$ cat config.mk
export PLATFORM = sky130hd
export DESIGN_NAME = prga
export DESIGN_NICKNAME = d
export VERILOG_FILES = /design/src/rtl/prga.sv
export SDC_FILE = /design/constraint.sdc
export NUM_CORES = 1
export LEC_CHECK = 0
export CORE_UTILIZATION = 25
export DETAILED_ROUTE_END_ITERATION = 16
export HOLD_SLACK_MARGIN = 0.05
export PLACE_DENSITY_LB_ADDON = 0.08
export SETUP_SLACK_MARGIN = 0.15
export SLEW_MARGIN = 20
export SYNTH_ARGS = -nofsm -noshare
export SYNTH_HDL_FRONTEND = slang
export SYNTH_SLANG_ARGS = --single-unit
$ cat constraint.sdc
create_clock -name clk -period 2.44 [get_ports clk]
set_input_delay 0.488 -clock clk [delete_from_list [all_inputs] [get_ports clk]]
set_output_delay 0.488 -clock clk [all_outputs]
set_load 0.02 [all_outputs]
$ cat src/rtl/prga.sv
// prga: RC4 pseudo-random generation over a shared S-box RAM, decrypting ct into pt.
// Addresses and write strobes are decoded from the registered state so that the same-cycle RAM data can be used.
module prga (
    input  logic       clk,
    input  logic       rst_n,
    input  logic       en,
    output logic       rdy,
    output logic [7:0] s_addr,
    input  logic [7:0] s_rddata,
    output logic [7:0] s_wrdata,
    output logic       s_wren,
    output logic [7:0] ct_addr,
    input  logic [7:0] ct_rddata,
    output logic [7:0] pt_addr,
    output logic [7:0] pt_wrdata,
    output logic       pt_wren
);
    typedef enum logic [3:0] {
        IDLE, RD_LEN, LD_LEN, RD_SI, WT_SI, WT_SJ, WR_SI, WR_SJ, RD_PAD, WT_PAD
    } state_t;
    state_t     state;
    logic [7:0] i, j, k, len, si, sj;
    always_ff @(posedge clk or negedge rst_n) begin
        if (!rst_n) begin
            state <= IDLE;
            i     <= '0;
            j     <= '0;
            k     <= '0;
            len   <= '0;
            si    <= '0;
            sj    <= '0;
        end else begin
            case (state)
                IDLE: if (en) begin
                    i     <= '0;
                    j     <= '0;
                    k     <= 8'd1;
                    state <= RD_LEN;
                end
                RD_LEN: state <= LD_LEN;
                LD_LEN: begin
                    len   <= ct_rddata;
                    state <= (ct_rddata == 8'd0) ? IDLE : RD_SI;
                end
                RD_SI: begin
                    i     <= i + 8'd1;
                    state <= WT_SI;
                end
                WT_SI: begin
                    si    <= s_rddata;
                    j     <= j + s_rddata;
                    state <= WT_SJ;
                end
                WT_SJ: begin
                    sj    <= s_rddata;
                    state <= WR_SI;
                end
                WR_SI:  state <= WR_SJ;
                WR_SJ:  state <= RD_PAD;
                RD_PAD: state <= WT_PAD;
                WT_PAD: begin
                    k     <= (k == len) ? k : k + 8'd1;
                    state <= (k == len) ? IDLE : RD_SI;
                end
                default: state <= IDLE;
            endcase
        end
    end
    // IDLE drives every address and strobe to zero, leaving the S-box RAM free for the key schedule.
    always_comb begin
        rdy       = (state == IDLE);
        s_addr    = '0;
        s_wrdata  = '0;
        s_wren    = 1'b0;
        ct_addr   = '0;
        pt_addr   = '0;
        pt_wrdata = '0;
        pt_wren   = 1'b0;
        case (state)
            LD_LEN: begin
                pt_wrdata = ct_rddata;
                pt_wren   = 1'b1;
            end
            RD_SI: s_addr = i + 8'd1;
            WT_SI: s_addr = j + s_rddata;
            WR_SI: begin
                s_addr   = i;
                s_wrdata = sj;
                s_wren   = 1'b1;
            end
            WR_SJ: begin
                s_addr   = j;
                s_wrdata = si;
                s_wren   = 1'b1;
            end
            RD_PAD: begin
                s_addr  = si + sj;
                ct_addr = k;
            end
            WT_PAD: begin
                pt_addr   = k;
                pt_wrdata = s_rddata ^ ct_rddata;
                pt_wren   = 1'b1;
            end
            default: ;
        endcase
    end
endmodule

==> impl_metrics.json, run 1 <==
{
  "cp.required_ps": 1950,
  "grt_pass1_vias": 3550,
  "ys_types": 51,
  "num_io_pins": 62,
  "dieArea_um2": 14510,
  "synth_ff_type": "dfrtp_1",
  "synth_cells": 388,
  "yosysWarningCount": 0,
  "clock-skew-final_ps": 2.435,
  "status": "finished, violations left",
  "min_period_ps": 2894,
  "synth_commonest_cells": "59 x nand2_1, 52 x dfrtp_1, 37 x o21ai_0, 32 x nor2_1, 19 x xor2_1",
  "hpwlAfterDp_um": 9245,
  "antenna_left": 0,
  "gr-usage-met1_pct": 25.34,
  "grt_use_met3_pct": 2.689,
  "die_h_um": 120.4,
  "fillCellCount": 1376,
  "syn_area_um2": 3507,
  "clk_pin_slew_ps": 70,
  "rows": 42,
  "clkSinkCount": 52,
  "synth_edf_count": 0,
  "grt_start_max_net_pins": 20,
  "drc_errors": 0,
  "insertion_delay_ps": 310,
  "synth-async-reset-ratio_pct": 100.0,
  "seq_area_frac_synth_pct": 37.10,
  "critPathKind": "register to output pin",
  "wl_um": 12460,
  "setup_viol": 6,
  "cts_buffer_depth": 2,
  "synth_most_common_cell": "nand2_1",
  "dr_total_vias": 3550,
  "maxSlewHeadroom_pct": 63.16,
  "clock-root-buffer": "clkbuf_16",
  "slew_viol_final": 0,
  "antenna_cells": 0,
  "grt_overflow_total": 0,
  "hold_viol_final": 0,
  "peakVddDrop_mv": 0.4559,
  "arrival_ps": 2410,
  "failed_checks": "negative setup slack",
  "endpoint_kind": "output pin",
  "gp_congestion": 0.8169,
  "cts_made_buffers": 5,
  "hold_path_class": "input pin to async pin",
  "cp_max_fo": 2,
  "drtIter0Drc": 128,
  "ys_top_cells_by_area": "dfrtp_1 37%, nand2_1 6.3%, ha_1 5.7%",
  "worstMarginPinSlew_ps": 547.5,
  "synth.top_cell.area_share_pct": 37.10,
  "nNetsFinal": 622,
  "rsz0062_at_grt": "true",
  "syn_nets": 425,
  "cts_tree": "yes",
  "vias_per_cell": 4.659,
  "die_w_um": 120.4,
  "wire_per_inst_um": 16.35,
  "cts_hold_buf": 0,
  "track_usage_pct": 17.86,
  "htreeDepth": 2,
  "fin_total_pwr_mw": 7.207,
  "coreArea_um2": 13450,
  "grt_pass1_wl_um": 19650,
  "io_buffers": 61,
  "yosysTopAreaCell": "dfrtp_1",
  "drv_cap": 0,
  "fmax_mhz": 345.6,
  "start_util_pct": 26.07,
  "drt_pass1_iterations": 4,
  "startpoint_type": "register",
  "grt_util_met2_pct": 27.33,
  "antenna_found_initial": 0,
  "grt.busiest_layer": "met2",
  "leakage_nw": 2.862,
  "synth-seq-cells": 52,
  "avgSynthCellArea_um2": 9.039,
  "setup_ws_ps": -453.6,
  "setup-tns-final_ps": -2145,
  "p_per_area_nw_per_um2": 1224,
  "final.period_utilization_pct": 118.6,
  "drive_gt1_share_pct": 48.98,
  "syn2layout_area_growth_pct": 67.93
}
worst max-delay path: stages (launching register included):
cell and delay, ps:
dfrtp_1 430, ha_4 190, fa_2 370, a21oi_2 180, o211ai_1 100, a21oi_1 170
xor2_1 170, nor2_1 80, a211o_1 280, buf_6 150
through the flow:
| stage | cells | utilization (%) | setup slack [ps] | hold WS (ps) | area, um2 |
|---|---|---|---|---|---|
| finish | 762 | 43.78 | -453.6 | 136.8 | 5889 |
| global route | 762 | 43.78 | -551.4 | 169.7 | 5889 |
| CTS | 741 | 40.54 | -440.1 | 145.3 | 5454 |
| detailed placement | 718 | 37.92 | -1161 | 478.5 | 5101 |
| global placement | 718 | 37.92 | -1159 | 481.5 | 5101 |
| floorplan | 388 | - | -50.80 | 192.4 | 3526 |
layout make-up:
class	count	area, um2	share of cell area (%)
tap	176	220.2	3.739
clock buffer	7	152.6	2.592
inverter	9	33.78	0.5736
sequential	52	1306	22.18
multi-input combinational	313	2367	40.20
timing repair buffer	204	1779	30.21
clock inverter	1	30.03	0.5099
final timing paths:
kind / startpoint / slack (ps) / cells past startpoint / endpoint
setup reg to reg: j[0] / 430 / 10 / j[5]
max in group asynchronous: rst_n / 1650 / 2 / k[3]
hold reg to reg: len[1] / 530 / 1 / len[1]
setup / recovery: j[0] / -450 / 9 / s_addr[6]
min in group clk: len[1] / 530 / 1 / len[1]
hold / removal: rst_n / 140 / 1 / j[4]
per-layer routing:
layer	wire length, um	share of wire [%]
met1	6223	50
met4	217	1.7
met2	5667	45
met5	0	0
met3	353	2.8
what timing repair did:
item / 4_1_cts / 5_1_grt
setup buffers: 15 / 20
gates resized for setup: 233 / 104
pin swaps: 23 / 21
endpoints found under the setup margin: 43 / 35
cloned: 0 / 2
flip-flops by register name, indices dropped and copies added (netlist names):
signal  count
k           8
j           8
si          8
state       4
sj          8
i           8
len         8
layout by cell type (no fill, tap or decap), types with 3 or more instances in the layout:
cell type / Yosys / layout
inv_1: 7 / 5
nand2b_1: 7 / 4
nor2_2: 5 / 8
clkbuf_2: 0 / 11
dlygate4sd2_1: 0 / 3
nor2_1: 32 / 27
a21oi_1: 9 / 7
and2_4: 0 / 8
xor2_1: 19 / 19
buf_12: 0 / 3
nand2b_4: 2 / 5
nand2_1: 59 / 56
buf_6: 1 / 45
a211o_1: 3 / 3
and3_1: 16 / 16
o21ai_0: 37 / 20
dfrtp_1: 52 / 48
xnor2_1: 9 / 9
buf_4: 2 / 119
dfrtp_2: 0 / 4
ha_1: 16 / 10
nor3_1: 3 / 3
nand4_1: 6 / 6
ha_4: 0 / 5
a21o_1: 5 / 5
inv_2: 2 / 4
a22o_1: 12 / 12
o211ai_1: 4 / 4
a22oi_1: 3 / 3
o21ai_1: 1 / 3
o21ai_2: 0 / 13
clkdlybuf4s50_1: 0 / 10
mux2_2: 15 / 15
buf_2: 9 / 6
clkbuf_16: 0 / 7
kinds of logic (layout without fill, tap and decap cells):
logic type | count (synthesis) | in the layout | synth area share, %
multiplexers | 16 | 16 | 5.102
XOR/XNOR | 28 | 28 | 6.993
buffers and inverters | 23 | 221 | 3.211
flip-flops | 52 | 52 | 37.10
adder cells (fa/ha/maj) | 18 | 18 | 6.850
AND/OR/NAND/NOR | 158 | 158 | 23.15
AO/OA/AOI/OAI | 93 | 93 | 17.59
where the power goes:
part / total (mW) / switching [mW] / internal [mW]
Sequential: 1.51 / 0.307 / 1.20
Combinational: 4.81 / 2.22 / 2.59
Clock: 0.890 / 0.348 / 0.541
Total: 7.21 / 2.88 / 4.33
Power figures use the tool's default switching activity.
==> run 2: changes to the inputs <==
CAP_MARGIN = 30   (was unset)
clock period = 3 ns   (was 2.44 ns; I/O delays follow)
==> run 2 against run 1 <==
The flow now finishes without violations. Via count shrank 8.4%. Sequential power shrank 16%. Power shrank 32%. Clock skew grew 5.3 ps. Critical path type unchanged.
==> impl_metrics.json, run 2 (synthesis gave the netlist of run 1 again) <==
{
  "status": "finished clean",
  "clock-root-buffer": "clkbuf_16",
  "htreeDepth": 2,
  "drive_gt1_share_pct": 29.19,
  "leakage_nw": 2.522,
  "maxSlewHeadroom_pct": 52.24,
  "gp_congestion": 0.8233,
  "setup_viol": 0,
  "die_w_um": 120.4,
  "die_h_um": 120.4,
  "placed_area_um2": 4649,
  "dieArea_um2": 14510,
  "drv_cap": 0,
  "hold_path_class": "input pin to async pin",
  "wl_um": 11310,
  "final_cell_area_um2": 5086,
  "grt_pass1_vias": 3343,
  "p_seq_share_pct": 25.9,
  "vias_per_cell": 4.761,
  "cp_max_fo": 2,
  "dp_cells": 662,
  "antenna_cells": 0,
  "rsz0062_at_grt": "true",
  "place_ws_ps": -876.2,
  "fmax_mhz": 337.9,
  "clkPwrFrac_pct": 12.5,
  "rr_worst_depth": 9,
  "min_period_ps": 2959,
  "grt_start_max_net_pins": 53,
  "coreArea_um2": 13450,
  "final.period_utilization_pct": 98.64,
  "internal-power_mw": 2.789,
  "num_io_pins": 62,
  "track_usage_pct": 16.49,
  "wire_per_inst_um": 16.56,
  "drt_pass1_iterations": 4,
  "final_common_cell": "buf_4",
  "peakVddDrop_mv": 0.2558,
  "io_buffers": 61,
  "clkSinkCount": 52,
  "cp.required_ps": 2400,
  "cts_hold_buf": 0,
  "cts_tree": "yes",
  "start_util_pct": 26.07,
  "drtIter0Drc": 149,
  "nNetsFinal": 543,
  "endpoint_kind": "output pin",
  "critPathKind": "register to output pin",
  "hpwlAfterDp_um": 8499,
  "p_switching_mw": 2.103,
  "antenna_found_initial": 0,
  "final_cell_mix": "63 x buf_4, 59 x nand2_1, 48 x dfrtp_1",
  "setup_ws_ps": 40.87,
  "antenna_left": 0,
  "regToRegSetupSlack_ps": 950,
  "arrival_ps": 2360,
  "dr_total_vias": 3252,
  "combPwrFrac_pct": 61.6,
  "p_per_area_nw_per_um2": 961.9,
  "clock-skew-final_ps": 7.735,
  "startpoint_type": "register",
  "holdWs_ps": 427.9,
  "fillCellCount": 1429,
  "cts_made_buffers": 5,
  "grt_overflow_total": 0,
  "hold_viol_final": 0,
  "rr_startpoint": "state[0]",
  "final_cell_count_no_fill": 683,
  "swShare_pct": 42.99,
  "cts_buffer_depth": 2,
  "finish.utilization_pct": 37.81,
  "grt_pass1_wl_um": 18150,
  "reg2reg_to": "i[7]",
  "insertion_delay_ps": 310,
  "drc_errors": 0,
  "rows": 42,
  "syn2layout_area_growth_pct": 45.02,
  "worstMarginPinSlew_ps": 716.4,
  "clk_pin_slew_ps": 70,
  "slew_viol_final": 0
}
[run 2: cell types whose count changed in the layout (fill, tap and decap cells not counted), moves of 9 or more]
cell	delta
dlymetal6s2s_1	+10
buf_6	-41
buf_4	-56
o21ai_2	-11
clkbuf_2	-9
o21ai_0	+14
clkdlybuf4s50_1	+15
dlygate4sd2_1	+10
[run 2: through the flow]
stage                     power, mW  setup TNS [ps]
after global routing          5.308          -67.86
after global placement        3.980           -4256
final                         4.892               0
after CTS                     4.727          -16.70
after floorplan               2.874               0
after detailed placement      3.996           -4481
[run 2: critical path, cell delays in order (launching register included)]
cell	delay, ps
dfrtp_1	420
ha_4	180
fa_2	360
a21oi_2	160
o211ai_1	110
a21oi_2	150
xor2_1	150
nor2_1	80
a211o_1	300
buf_6	140
[run 2: metal layers]
layer	GRT usage [%]	vias up	part of all wire (%)
li1	-	1626	-
met1	23.19	1569	51
met2	25.61	50	44
met3	3.538	7	3.4
met4	4.012	0	1.1
met5	0	-	0
[run 2: how the worst max path moves through the flow]
stage | startpoint | endpoint | slack [ps] | cells past startpoint
after floorplan | s_rddata[0] | s_addr[6] | 200 | 8
after global placement | s_rddata[0] | s_addr[6] | -860 | 10
after detailed placement | s_rddata[0] | s_addr[6] | -880 | 10
after CTS | si[0] | s_addr[6] | -20 | 10
after global routing | j[0] | s_addr[6] | -70 | 9
final | j[0] | s_addr[6] | 40 | 9
[run 2: what timing repair did]
action                     4_1_cts  5_1_grt
setup endpoints to repair       33       23
gates resized for setup         76       40
buffers inserted                 5        8
pin swaps                       21       17
[run 2: final cells by class]
| class | instances | area, um2 | area share, % |
|---|---|---|---|
| Tap cell | 176 | 220.2 | 4.330 |
| Inverter | 9 | 33.78 | 0.6642 |
| Clock buffer | 8 | 146.4 | 2.878 |
| Sequential cell | 52 | 1306 | 25.68 |
| Timing Repair Buffer | 125 | 1096 | 21.55 |
| Multi-Input combinational cell | 313 | 2283 | 44.90 |
[run 2: power by group through the flow]
stage / combinational, mW / clock (mW) / sequential [mW]
2_1_floorplan: 1.73 / 0 / 1.14
3_3_place_gp: 2.73 / 0 / 1.25
3_5_place_dp: 2.74 / 0 / 1.25
4_1_cts: 2.82 / 0.634 / 1.27
5_1_grt: 3.32 / 0.667 / 1.32
6_report: 3.01 / 0.613 / 1.27
==> run 3: changes to the inputs <==
SETUP_SLACK_MARGIN = unset   (was 0.15)
==> run 3 against run 2 <==
Critical path depth unchanged. Register-to-register slack worse by 40 ps. Sequential share of layout area grew 0.68 points. Global-route usage decreased by 0.13 points. Power is 4.0% lower. Flip-flop and latch count is the same. First-iteration DRC count down 1.3%. Count of clock-buffer cells in the layout did not move. Critical endpoint unchanged. Largest cell class unchanged.
==> impl_metrics.json, run 3 (synthesis gave the netlist of run 1 again) <==
{
  "startpoint_type": "register",
  "leakage_nw": 2.372,
  "path_cells": "ha_4 > fa_2 > a21oi_2 > o211ai_1 > a21oi_2 > xor2_1 > nor2_1 > a211o_1 > buf_6",
  "grt_overflow_total": 0,
  "hold_viol_final": 0,
  "wire_per_inst_um": 16.46,
  "drv_cap": 0,
  "insertion_delay_ps": 310,
  "hpwlAfterDp_um": 8499,
  "arrival_ps": 2370,
  "endpoint_kind": "output pin",
  "setup_viol": 0,
  "cts_made_buffers": 5,
  "antenna_found_initial": 0,
  "peakVddDrop_mv": 0.2780,
  "final_cell_area_um2": 4945,
  "cp_max_fo": 2,
  "gp_congestion": 0.8233,
  "drtIter0Drc": 147,
  "final_cell_mix": "59 x nand2_1, 53 x buf_4, 50 x dfrtp_1",
  "antenna_cells": 0,
  "setup_ws_ps": 30.89,
  "swShare_pct": 42.99,
  "wl_um": 11090,
  "track_usage_pct": 16.36,
  "dieArea_um2": 14510,
  "slew_viol_final": 0,
  "clkSinkCount": 52,
  "worstMarginPinSlew_ps": 716.2,
  "rows": 42,
  "nNetsFinal": 534,
  "htreeDepth": 2,
  "status": "finished clean",
  "coreArea_um2": 13450,
  "grt_pass1_wl_um": 17960,
  "maxSlewHeadroom_pct": 52.25,
  "drt_pass1_iterations": 4,
  "p_seq_share_pct": 27.0,
  "placed_area_um2": 4649,
  "num_io_pins": 62,
  "drc_errors": 0,
  "clkPwrFrac_pct": 13.0,
  "io_buffers": 61,
  "vias_per_cell": 4.712,
  "drive_gt1_share_pct": 24.30,
  "dr_total_vias": 3176,
  "cts_hold_buf": 0,
  "setup-tns-final_ps": 0,
  "min_period_ps": 2969,
  "fillCellCount": 1420,
  "grt_pass1_vias": 3320,
  "grt_start_max_net_pins": 53,
  "p_per_area_nw_per_um2": 949.6,
  "syn2layout_area_growth_pct": 40.99,
  "final_common_cell": "nand2_1",
  "cts_buffer_depth": 2,
  "holdWs_ps": 427.2,
  "start_util_pct": 26.07,
  "die_w_um": 120.4,
  "critPathKind": "register to output pin",
  "internal-power_mw": 2.677,
  "cpPeakStageDelay_ps": 420,
  "place_ws_ps": -876.2,
  "die_h_um": 120.4,
  "clk_pin_slew_ps": 70,
  "antenna_left": 0,
  "clock-skew-final_ps": 7.740,
  "cp.required_ps": 2400,
  "hold_path_class": "input pin to async pin",
  "fmax_mhz": 336.8,
  "crit_slowest_cell": "dfrtp_1",
  "clock-root-buffer": "clkbuf_16",
  "cp_common_cell": "a21oi_2",
  "final.period_utilization_pct": 98.97,
  "rsz0062_at_grt": "true",
  "combPwrFrac_pct": 60.0,
  "cts_tree": "yes",
  "p_switching_mw": 2.019
}
[run 3: changes by cell type in the layout (fill, tap and decap cells not counted), sizes merged]
cell / delta
buf: -10
clkdlybuf4s15: -2
clkbuf: -1
dlygate4sd2: -6
dlymetal6s2s: -2
clkdlybuf4s50: +12
[run 3: path summary, 6_finish.rpt]
check / start / endpoint / slack, ps / cells after the start
worst min register to register: si[5] / si[5] / 520 / 2
worst max register to register: state[0] / i[7] / 910 / 9
min in group clk: si[5] / si[5] / 520 / 2
worst max-delay path: j[0] / s_addr[6] / 30 / 9
max in group asynchronous: rst_n / state[1] / 2070 / 2
worst min-delay path: rst_n / i[0] / 430 / 2
[run 3: timing repair]
item | in CTS | in global routing
endpoints found under the setup margin | 11 | 16
buffers inserted | 3 | 1
resized for setup | 51 | 18
pin swaps | 16 | 7
[run 3: final cells by class]
class,instances,area (um2),share of cell area [%]
inverters,9,33.78,0.6832
clock buffers,8,146.4,2.961
flip-flops and latches,52,1304,26.37
multi-input cells,313,2208,44.66
repair buffers,116,1032,20.88
well taps,176,220.2,4.453
[run 3: stage by stage]
step | power, mW | std cells | util [%]
after CTS | 4.702 | 673 | 36.36
after detailed placement | 3.996 | 662 | 34.56
after floorplan | 2.874 | 388 | -
after global routing | 5.119 | 674 | 36.76
final | 4.696 | 674 | 36.76
after global placement | 3.980 | 662 | 34.56
[run 3: metal layers]
metal	share of wire, %	vias up	global-route usage (%)
li1	-	1602	-
met1	50	1517	23.04
met2	44	50	25.32
met3	4.3	7	3.538
met4	1.2	0	4.012
met5	0	-	0
[run 3: critical path, delay by kind of cell (launching register included)]
kind	cells	cell delay, ps
compound gates	4	730
simple gates	1	80
buf+inv	1	140
xor+xnor	1	150
fa+ha+maj	2	550
flops	1	420
[run 3: power groups by stage]
| stage | clock network [mW] | logic, mW | registers, mW |
|---|---|---|---|
| global placement | 0 | 2.73 | 1.25 |
| floorplan | 0 | 1.73 | 1.14 |
| global route | 0.667 | 3.14 | 1.32 |
| detailed placement | 0 | 2.74 | 1.25 |
| finish | 0.611 | 2.82 | 1.27 |
| CTS | 0.634 | 2.80 | 1.27 |
